File: config.mk
export PLATFORM = sky130hd
export DESIGN_NAME = mem_sqn_allocator
export DESIGN_NICKNAME = d
export VERILOG_FILES = /design/src/rtl/mem_sqn_allocator_pkg.sv /design/src/rtl/mem_sqn_allocator_prefix_count.sv /design/src/rtl/mem_sqn_allocator.sv
export SDC_FILE = /design/constraint.sdc
export NUM_CORES = 1
export LEC_CHECK = 0
export ABC_AREA = 1
export CAP_MARGIN = 20
export CORE_MARGIN = 2
export CORE_UTILIZATION = 47
export DETAILED_ROUTE_END_ITERATION = 12
export PLACE_DENSITY = 0.82
export SETUP_SLACK_MARGIN = 0.1
export SYNTH_ARGS = -nofsm -noshare
export SYNTH_HDL_FRONTEND = slang
export SYNTH_SLANG_ARGS = --single-unit
export TNS_END_PERCENT = 20
File: constraint.sdc
create_clock -name clk -period 3.85 [get_ports clk]
set_clock_uncertainty 0.05 [all_clocks]
set_input_delay 0.77 -clock clk [delete_from_list [all_inputs] [get_ports clk]]
set_output_delay 0.77 -clock clk [all_outputs]
set_load 0.01 [all_outputs]
File: src/rtl/mem_sqn_allocator_pkg.sv
// Shared constants and types for the load/store sequence-number allocator.
package mem_sqn_allocator_pkg;

  localparam int SQN_W       = 6;
  localparam int NUM_UOPS    = 2;
  localparam int BR_W        = 52;

  // Branch-bus field positions
  localparam int BR_VALID    = 51;
  localparam int BR_STSQN_HI = 12;
  localparam int BR_STSQN_LO = BR_STSQN_HI - SQN_W + 1;
  localparam int BR_LDSQN_HI = 6;
  localparam int BR_LDSQN_LO = BR_LDSQN_HI - SQN_W + 1;
  localparam int BR_FLUSH    = 0;

  typedef enum logic {
    RUN     = 1'b0,
    RECOVER = 1'b1
  } alloc_state_t;

endpackage : mem_sqn_allocator_pkg

File: src/rtl/mem_sqn_allocator_prefix_count.sv
// Exclusive prefix count of a slot mask: prefix_o[k] = number of set bits
// below slot k, total_o = number of set bits overall.
module sqn_prefix_count #(
  parameter int N  = 2,
  parameter int CW = $clog2(N + 1)
) (
  input  logic [N-1:0]         mask_i,
  output logic [N-1:0][CW-1:0] prefix_o,
  output logic [CW-1:0]        total_o
);

  // Ripple a running count across the slots, oldest first
  always_comb begin
    logic [CW-1:0] run;
    // NOTE: every variable assigned here gets a default up front so no
    // path leaves it unassigned, which would infer a latch.
    run      = '0;
    prefix_o = '0;
    for (int k = 0; k < N; k++) begin
      prefix_o[k] = run;
      run         = run + CW'(mask_i[k]);
    end
    total_o = run;
  end

endmodule : sqn_prefix_count

File: src/rtl/mem_sqn_allocator.sv
// Rename-stage allocator: stamps dispatched uops with load/store sequence
// numbers, stalls when the load buffer or store queue would overflow, and
// rewinds on branch recovery with one dead recovery cycle.
module mem_sqn_allocator
  import mem_sqn_allocator_pkg::*;
#(
  parameter int NUM_UOPS_P = NUM_UOPS,
  parameter int SQN_W_P    = SQN_W
) (
  input  logic                          clk,
  input  logic                          rst,
  input  logic [NUM_UOPS_P-1:0]         IN_valid,
  input  logic [NUM_UOPS_P-1:0]         IN_isLoad,
  input  logic [NUM_UOPS_P-1:0]         IN_isStore,
  input  logic [SQN_W_P-1:0]            IN_maxLoadSqN,
  input  logic [SQN_W_P-1:0]            IN_maxStoreSqN,
  input  logic [BR_W-1:0]               IN_branch,
  output logic [NUM_UOPS_P-1:0]         OUT_valid,
  output logic [NUM_UOPS_P*SQN_W_P-1:0] OUT_loadSqN,
  output logic [NUM_UOPS_P*SQN_W_P-1:0] OUT_storeSqN,
  output logic                          OUT_stall
);

  localparam int CW = $clog2(NUM_UOPS_P + 1);

  alloc_state_t                          state_q;
  logic                                  init_q;
  logic [SQN_W_P-1:0]                    next_load_q, next_store_q;
  logic [NUM_UOPS_P-1:0]                 out_valid_q;
  logic [NUM_UOPS_P-1:0][SQN_W_P-1:0]    out_ld_q, out_st_q;

  logic [NUM_UOPS_P-1:0]                 ld_mask, st_mask;
  logic [NUM_UOPS_P-1:0][CW-1:0]         ld_prefix, st_prefix;
  logic [CW-1:0]                         ld_total, st_total;
  logic [NUM_UOPS_P-1:0][SQN_W_P-1:0]    ld_sqn, st_sqn;
  logic                                  cap_stall;
  logic                                  br_valid, br_flush;
  logic                                  grant;

  // Bits of the branch bus this block does not consume
  logic unused_branch_bits;
  assign unused_branch_bits = ^IN_branch[BR_VALID-1:BR_STSQN_HI+1];

  assign br_valid = IN_branch[BR_VALID];
  assign br_flush = IN_branch[BR_FLUSH];

  // Only valid slots occupy a sequence number
  assign ld_mask = IN_valid & IN_isLoad;
  assign st_mask = IN_valid & IN_isStore;

  sqn_prefix_count #(.N(NUM_UOPS_P), .CW(CW)) u_ld_count (
    .mask_i   (ld_mask),
    .prefix_o (ld_prefix),
    .total_o  (ld_total)
  );

  sqn_prefix_count #(.N(NUM_UOPS_P), .CW(CW)) u_st_count (
    .mask_i   (st_mask),
    .prefix_o (st_prefix),
    .total_o  (st_total)
  );

  // Per-slot numbering and capacity check; a positive wrapped difference
  // (non-zero with clear sign bit) means the slot passes the published max
  always_comb begin
    logic [SQN_W_P-1:0] d_ld, d_st;
    ld_sqn    = '0;
    st_sqn    = '0;
    cap_stall = 1'b0;
    d_ld      = '0;
    d_st      = '0;
    for (int k = 0; k < NUM_UOPS_P; k++) begin
      ld_sqn[k] = next_load_q  + SQN_W_P'(ld_prefix[k]);
      st_sqn[k] = next_store_q + SQN_W_P'(st_prefix[k]);
      d_ld      = ld_sqn[k] - IN_maxLoadSqN;
      d_st      = st_sqn[k] - IN_maxStoreSqN;
      if (ld_mask[k] && (d_ld != '0) && !d_ld[SQN_W_P-1]) cap_stall = 1'b1;
      if (st_mask[k] && (d_st != '0) && !d_st[SQN_W_P-1]) cap_stall = 1'b1;
    end
  end

  assign OUT_stall = rst | init_q | br_valid | (state_q == RECOVER) | cap_stall;
  assign grant     = ~OUT_stall;

  // Allocator FSM, counters and registered dispatch outputs
  always_ff @(posedge clk) begin
    // NOTE: state updates use non-blocking assignments so every register
    // samples the pre-edge values, independent of statement order.
    if (rst) begin
      state_q      <= RUN;
      init_q       <= 1'b1;
      next_load_q  <= '0;
      next_store_q <= '0;
      out_valid_q  <= '0;
      out_ld_q     <= '0;
      out_st_q     <= '0;
    end else begin
      init_q <= 1'b0;
      if (br_valid) begin
        state_q     <= RECOVER;
        out_valid_q <= '0;
        if (br_flush) begin
          next_load_q  <= IN_branch[BR_LDSQN_HI:BR_LDSQN_LO];
          next_store_q <= IN_branch[BR_STSQN_HI:BR_STSQN_LO];
        end
      end else if (state_q == RECOVER) begin
        state_q     <= RUN;
        out_valid_q <= '0;
      end else if (grant) begin
        out_valid_q  <= IN_valid;
        out_ld_q     <= ld_sqn;
        out_st_q     <= st_sqn;
        next_load_q  <= next_load_q  + SQN_W_P'(ld_total);
        next_store_q <= next_store_q + SQN_W_P'(st_total);
      end else begin
        out_valid_q <= '0;
      end
    end
  end

  assign OUT_valid    = out_valid_q;
  assign OUT_loadSqN  = out_ld_q;
  assign OUT_storeSqN = out_st_q;

endmodule : mem_sqn_allocator

==> results of run 1 <==
-- metrics by stage --
step	cell area, um^2	setup TNS, ps	std cells	power [mW]
2_1_floorplan	3030	0	440	0.750
3_3_place_gp	3850	-5700	590	0.897
3_5_place_dp	3850	-9070	590	0.914
4_1_cts	4130	0	609	1.29
5_1_grt	4380	-71.9	614	1.43
6_report	4380	-9.27	614	1.36
-- cell families (layout without fill, tap and decap cells) --
group,count (synthesis),in the layout
xor gates and xnor gates,24,24
DFF,40,40
and+or+nand+nor,197,197
AOI/OAI and AO/OA,78,78
buffers and inverters,69,166
adders and majority gates,32,32
-- registers in the layout, indices dropped and copies added, names as in the netlist --
register and flops:
OUT_loadSqN 12, OUT_storeSqN 12, next_load_q 6, next_store_q 6, OUT_valid 2, init_q 1, state_q 1
-- cell usage after synthesis, drive strengths merged --
library cell / instances
nor2: 53
ha: 26
o21ai: 29
nand4: 5
inv: 51
xnor2: 9
fa: 6
xor2: 15
o211ai: 1
nand3b: 5
a21oi: 46
buf: 10
o31ai: 1
nand3: 41
a21o: 1
dfxtp: 40
nor3: 2
nand2: 85
clkbuf: 8
or2: 3
nor4: 2
nor3b: 1
-- timing repair --
action / in CTS / in global routing
resized for setup: 32 / 39
endpoints found under the setup margin: 25 / 1
gates cloned: 0 / 0
pin swaps: 17 / 23
setup buffers: 11 / 6
hold buffers: 0 / 0
-- final timing paths --
path                                                   start                            to  slack (ps)
worst max-delay path                            IN_isLoad[0]                     OUT_stall          -9
worst min-delay path            OUT_storeSqN[1]$_SDFFE_PP0P_  OUT_storeSqN[1]$_SDFFE_PP0P_         440
worst max register to register  next_store_q[0]$_SDFFE_PP0P_  OUT_storeSqN[4]$_SDFFE_PP0P_         630
worst min register to register  OUT_storeSqN[1]$_SDFFE_PP0P_  OUT_storeSqN[1]$_SDFFE_PP0P_         440
-- final cells by class --
class / instances / area (um^2) / share of cell area, %
timing repair buffer: 107 / 962 / 22.0
multi-input combinational: 331 / 2210 / 50.5
inverter: 51 / 194 / 4.43
clock buffer: 5 / 68.8 / 1.57
sequential: 40 / 801 / 18.3
tap: 77 / 96.3 / 2.20
clock inverter: 3 / 46.3 / 1.06
-- routing by layer --
layer | vias up | global-route usage, % | share of wire, %
li1 | 1617 | - | -
met1 | 1543 | 31.5 | 43
met2 | 169 | 38.0 | 47
met3 | 36 | 3.15 | 6.0
met4 | 0 | 9.09 | 3.6
met5 | - | 0 | 0
-- power by group through the flow --
stage          Sequential (mW)  Combinational (mW)  Clock [mW]
2_1_floorplan            0.476               0.274           0
3_3_place_gp             0.480               0.417           0
3_5_place_dp             0.481               0.433           0
4_1_cts                  0.473               0.456       0.364
5_1_grt                  0.482               0.571       0.381
6_report                 0.478               0.526       0.360
-- worst max-delay path, stage by stage --
cell	delay, ps
dlygate4sd2_1	200
nand2_2	80
inv_4	90
ha_2	220
nand3_2	110
xor2_2	280
ha_4	260
a21oi_1	210
nand2_1	120
xnor2_1	160
nand3_1	150
nand3_2	140
nand3_4	100
buf_6	130
==> out/qor.yml, run 1 <==
outcome:
  status: "finished with violations"
  violations: "negative setup slack"
clock_network:
  root_buffer: "clkbuf_8"
  cts_tree: "built"
  htree_levels: 2
  clkSinkCount: 40
  clkSlewWorstSetupHoldPaths_ps: 80
  clk_latency_ps: 300
  clockBufferDepth: 2
  numCtsBuffers: 5
logic_synthesis:
  synth_area_leader_cell: "dfxtp_1"
  synth_compound_area_share_pct: 13.2
  synth_top_cell_area_share_pct: 26.5
  synthSimpleGateAreaFrac_pct: 28.6
  synth_xor_area_share_pct: 6.95
  yosys-top-cells-area: "dfxtp_1 26%, ha_1 11%, nand2_1 11%"
  synth_top_family_by_area: "simple AND/OR/NAND/NOR gates"
  syn_area_um2: 3030
  ys_types: 29
  synth_fa_ha_area_share_pct: 14.7
  synth-seq-cells: 40
  avgSynthCellArea_um2: 6.88
  synth_seq_area_share_pct: 26.5
  yosys_warnings: 0
  syn_nets: 544
  syn_inst: 440
  synthMuxAreaShare_pct: 0
global_route:
  grt-ovfl-total: 0
  grt_first_pass_wirelength_um: 13700
  antenna_found_initial: 0
  grt_pass1_vias: 2997
  grt_use_total_pct: 23.4
  grt_max_degree: 54
hold_path:
  min_path_cells: 2
  min_path_type: "reg -> reg"
timing:
  finalMaxSlewViolations: 0
  hold_viol_final: 0
  holdWs_ps: 438
  fin_crit_sh_pct: 100
  fmax_mhz: 259
  finalCriticalPeriod_ps: 3860
  setup_violations: 1
  relSlewSlack_pct: 31.4
  worst_pin_slew_ps: 1030
  setup_slack_ps: -9.27
final_layout:
  drive_above_1_share_pct: 19.9
  antenna_cells: 0
  final_common_cell: "nand2_1"
  post-route-util_pct: 69.7
  final_cell_mix: "79 x nand2_1, 55 x clkdlybuf4s50_1, 50 x nor2_1"
  fin_nets: 640
  fill_cells: 494
  areaGrowthSynthToFinish_pct: 44.7
critical_path:
  r2r_cells: 17
  crit_type: "in -> out"
  cp.required_ps: 3030
  cp-end-kind: "output pin"
  cp.arrival_ps: 3040
  setup.worst_path.start_class: "input port"
  cp_max_fo: 4
place:
  preCtsSetupSlack_ps: -749
  port_buffers: 60
  dp.final_hpwl_um: 5980
  gp_congestion: 0.874
floorplanning:
  rows: 29
  ios: 99
  start_util_pct: 48.2
  die_h_um: 84.2
  die_area_um2: 7090
  coreArea_um2: 6280
  die-width_um: 84.2
power:
  p_sw_mw: 0.472
  ir_drop_mv: 0.211
  p_clk_share_pct: 26.4
  seq_power_share_pct: 35.1
  cellPowerDensity_nw_per_um2: 312
  swShare_pct: 34.6
  p_int_mw: 0.892
  pwr-share-comb_pct: 38.5
  p_leak_nw: 2.04
route:
  dr.pass1.iters: 5
  drt_wl_total_um: 9370
  vias: 3365
  wl_per_cell_um: 15.3
  post_drt_via_cell_ratio: 5.48
  ant_nets: 0
  drc: 0
  drt_iter0_drc: 225
job:
  maxCapViolations: 0
No activity file was read; power rests on OpenSTA's default activity.
==> run 2: changes to the inputs <==
Settings changed: GPL_ROUTABILITY_DRIVEN from default to 0, MAX_ROUTING_LAYER from default to met4, TNS_END_PERCENT 20 to 1.
==> run 2 against run 1 <==
Compared with the run above:
- the flow now finishes without violations
- non-clock buffer count is 3 lower
- cell count down 0.65%
- sequential cell count stayed put
- sequential share of layout area increased by 0.27 points
- clock power up 13%
- first-iteration DRC count down 3.6%
- clock-buffer cell count unchanged
- worst setup slack gained 180 ps
- critical path depth fell by 3
- critical path type unchanged
- critical endpoint unchanged
- largest power group unchanged
==> out/qor.yml, run 2 (synthesis gave the netlist of run 1 again) <==
outcome:
  status: "completed"
clock_network:
  clockBufferDepth: 2  # unchanged
  clkSlewWorstSetupHoldPaths_ps: 80  # about the same
  htree_levels: 2  # unchanged
  clkSinkCount: 40  # unchanged
  numCtsBuffers: 5  # unchanged
  cts_tree: "built"
  hold_buffers: 0  # unchanged
  root_buffer: "clkbuf_8"
  clk_latency_ps: 300  # about the same
route:
  drt_wl_total_um: 8750  # -6.6%
  dr.pass1.iters: 5  # unchanged
  post_drt_via_cell_ratio: 5.41  # -1.3%
  ant_nets: 0  # unchanged
  wl_per_cell_um: 14.3  # -6.0%
  drt_iter0_drc: 217  # -3.6%
  vias: 3300  # -1.9%
  drc: 0  # unchanged
critical_path:
  worst-path-stages: 11  # -3
  path_buf_inv: 2  # -1
  worst-r2r-setup-slack_ps: 720  # +90 ps
  cp_max_fo: 2  # -2
  r2r-end: "next_load_q[5]$_SDFFE_PP0P_"
  r2r_cells: 15  # -2
  cp.arrival_ps: 2860  # -180 ps
  cp-end-kind: "output pin"
  crit_type: "in -> out"
  cpPeakStageDelay_ps: 520  # +240 ps
  setup.worst_path.start_class: "input port"
  r2r_start: "next_load_q[2]$_SDFFE_PP0P_"
  path_delay_family: "simple AND/OR/NAND/NOR gates"
  worstPathCellList: "clkdlybuf4s50_1, ha_2, fa_2, nand2_1, nor2_1, nand3_1, nand2_1, nor2_1, nor2_2, nand3_4, buf_6"
  cp-startpoint: "IN_maxStoreSqN[0]"
  cp.required_ps: 3030  # about the same
  endpoint: "OUT_stall"
  cpMaxStageDelayCell: "fa_2"
job:
  maxCapViolations: 0  # unchanged
final_layout:
  post-route-util_pct: 68.7  # -1.0 points
  fill_cells: 497  # +0.61%
  design_area_um2: 4310  # -1.5%
  fin_nets: 637  # -0.47%
  ff_latch_area_um2: 801  # unchanged
  multi_input_area_um2: 2170  # -1.9%
  antenna_cells: 0  # unchanged
  final_cell_mix: "82 x nand2_1, 56 x clkdlybuf4s50_1, 50 x nor2_1"
  areaGrowthSynthToFinish_pct: 42.6
  drive_above_1_share_pct: 17.6  # -2.3 points
  final_common_cell: "nand2_1"
power:
  cellPowerDensity_nw_per_um2: 322  # +3.2%
  p_sw_mw: 0.446  # -5.5%
  p_int_mw: 0.941  # +5.5%
  ir_drop_mv: 0.259  # +23%
  p_leak_nw: 1.99  # -2.4%
  pwr-share-comb_pct: 36.3  # -2.2 points
  swShare_pct: 32.2  # -2.4 points
  power.total_mw: 1.39  # +1.7%
  p_clk_share_pct: 29.4  # +3.0 points
  seq_power_share_pct: 34.2  # -0.9 points
floorplanning:
  coreArea_um2: 6280  # unchanged
  rows: 29  # unchanged
  start_util_pct: 48.2  # unchanged
  die-width_um: 84.2  # unchanged
  ios: 99  # unchanged
  die_h_um: 84.2  # unchanged
  die_area_um2: 7090  # unchanged
timing:
  finalMaxSlewViolations: 0  # unchanged
  finalCriticalPeriod_ps: 3680  # -177 ps
  setup_violations: 0  # -1
  fin_crit_sh_pct: 95.6  # -4.6 points
  fmax_mhz: 272  # +4.8%
  relSlewSlack_pct: 29.6  # -1.9 points
  rsz0062_at_grt: "false"
  hold_viol_final: 0  # unchanged
  worst_pin_slew_ps: 1060  # +27.9 ps
place:
  placedInstanceArea_um2: 3850  # -0.13%
  port_buffers: 60  # unchanged
  dp.final_hpwl_um: 5820  # -2.7%
global_route:
  antenna_found_initial: 0  # unchanged
  grt_max_degree: 54  # unchanged
  grt_first_pass_wirelength_um: 13300  # -3.3%
  grt_use_total_pct: 23.3  # -0.14 points
  grt-ovfl-total: 0  # unchanged
  grt_pass1_vias: 2981  # -0.53%
hold_path:
  min_path_type: "reg -> reg"
  min_path_cells: 2  # unchanged
## run 2: final cells by class
cell class	instances	area share [%]
Sequential cell	40	18.6
Clock inverter	2	1.39
Timing Repair Buffer	104	21.5
Multi-Input combinational cell	331	50.2
Clock buffer	5	1.60
Tap cell	77	2.23
Inverter	51	4.50
## run 2: metrics by stage
step	setup WS, ps	std cells	TNS [ps]	hold WS [ps]
finish	168	610	0	436
global route	69.6	610	0	476
CTS	108	608	0	438
detailed placement	-729	591	-8390	419
global placement	-630	591	-3000	413
floorplan	311	440	0	467
## run 2: power by group through the flow
stage          registers [mW]  clock network, mW  logic, mW
2_1_floorplan           0.476                  0      0.274
5_1_grt                 0.479              0.422      0.554
6_report                0.475              0.408      0.504
3_5_place_dp            0.479                  0      0.436
3_3_place_gp            0.478                  0      0.418
4_1_cts                 0.472              0.408      0.463
## run 2: repair_timing
| action | in CTS | in global routing |
|---|---|---|
| setup buffers | 10 | 2 |
| gates resized for setup | 30 | 27 |
| pin swaps | 16 | 16 |
| hold endpoints to repair | 0 | 0 |
| setup endpoints to repair | 17 | 1 |
## run 2: worst min-delay path by stage
stage	end	slack, ps	start
floorplan	OUT_loadSqN[0]$_SDFFE_PP0P_	470	next_load_q[0]$_SDFFE_PP0P_
global placement	OUT_loadSqN[6]$_SDFFE_PP0P_	410	OUT_loadSqN[6]$_SDFFE_PP0P_
detailed placement	OUT_loadSqN[6]$_SDFFE_PP0P_	420	OUT_loadSqN[6]$_SDFFE_PP0P_
CTS	OUT_storeSqN[3]$_SDFFE_PP0P_	440	OUT_storeSqN[3]$_SDFFE_PP0P_
global route	OUT_loadSqN[10]$_SDFFE_PP0P_	480	OUT_loadSqN[10]$_SDFFE_PP0P_
finish	OUT_loadSqN[6]$_SDFFE_PP0P_	440	OUT_loadSqN[6]$_SDFFE_PP0P_
## run 2: tightest hold or removal path, cell delays in order (launching register included)
cell and delay (ps):
dfxtp_1 330, a21oi_1 40, nor2_1 80
## run 2: metal layers
layer / vias up / share of wire, % / global-route usage, % / wire [um]
li1: 1608 / - / - / -
met1: 1508 / 43 / 29.8 / 3760
met2: 156 / 48 / 36.9 / 4190
met3: 28 / 6.1 / 3.83 / 532
met4: 0 / 3.1 / 8.65 / 275
met5: - / 0 / - / 0
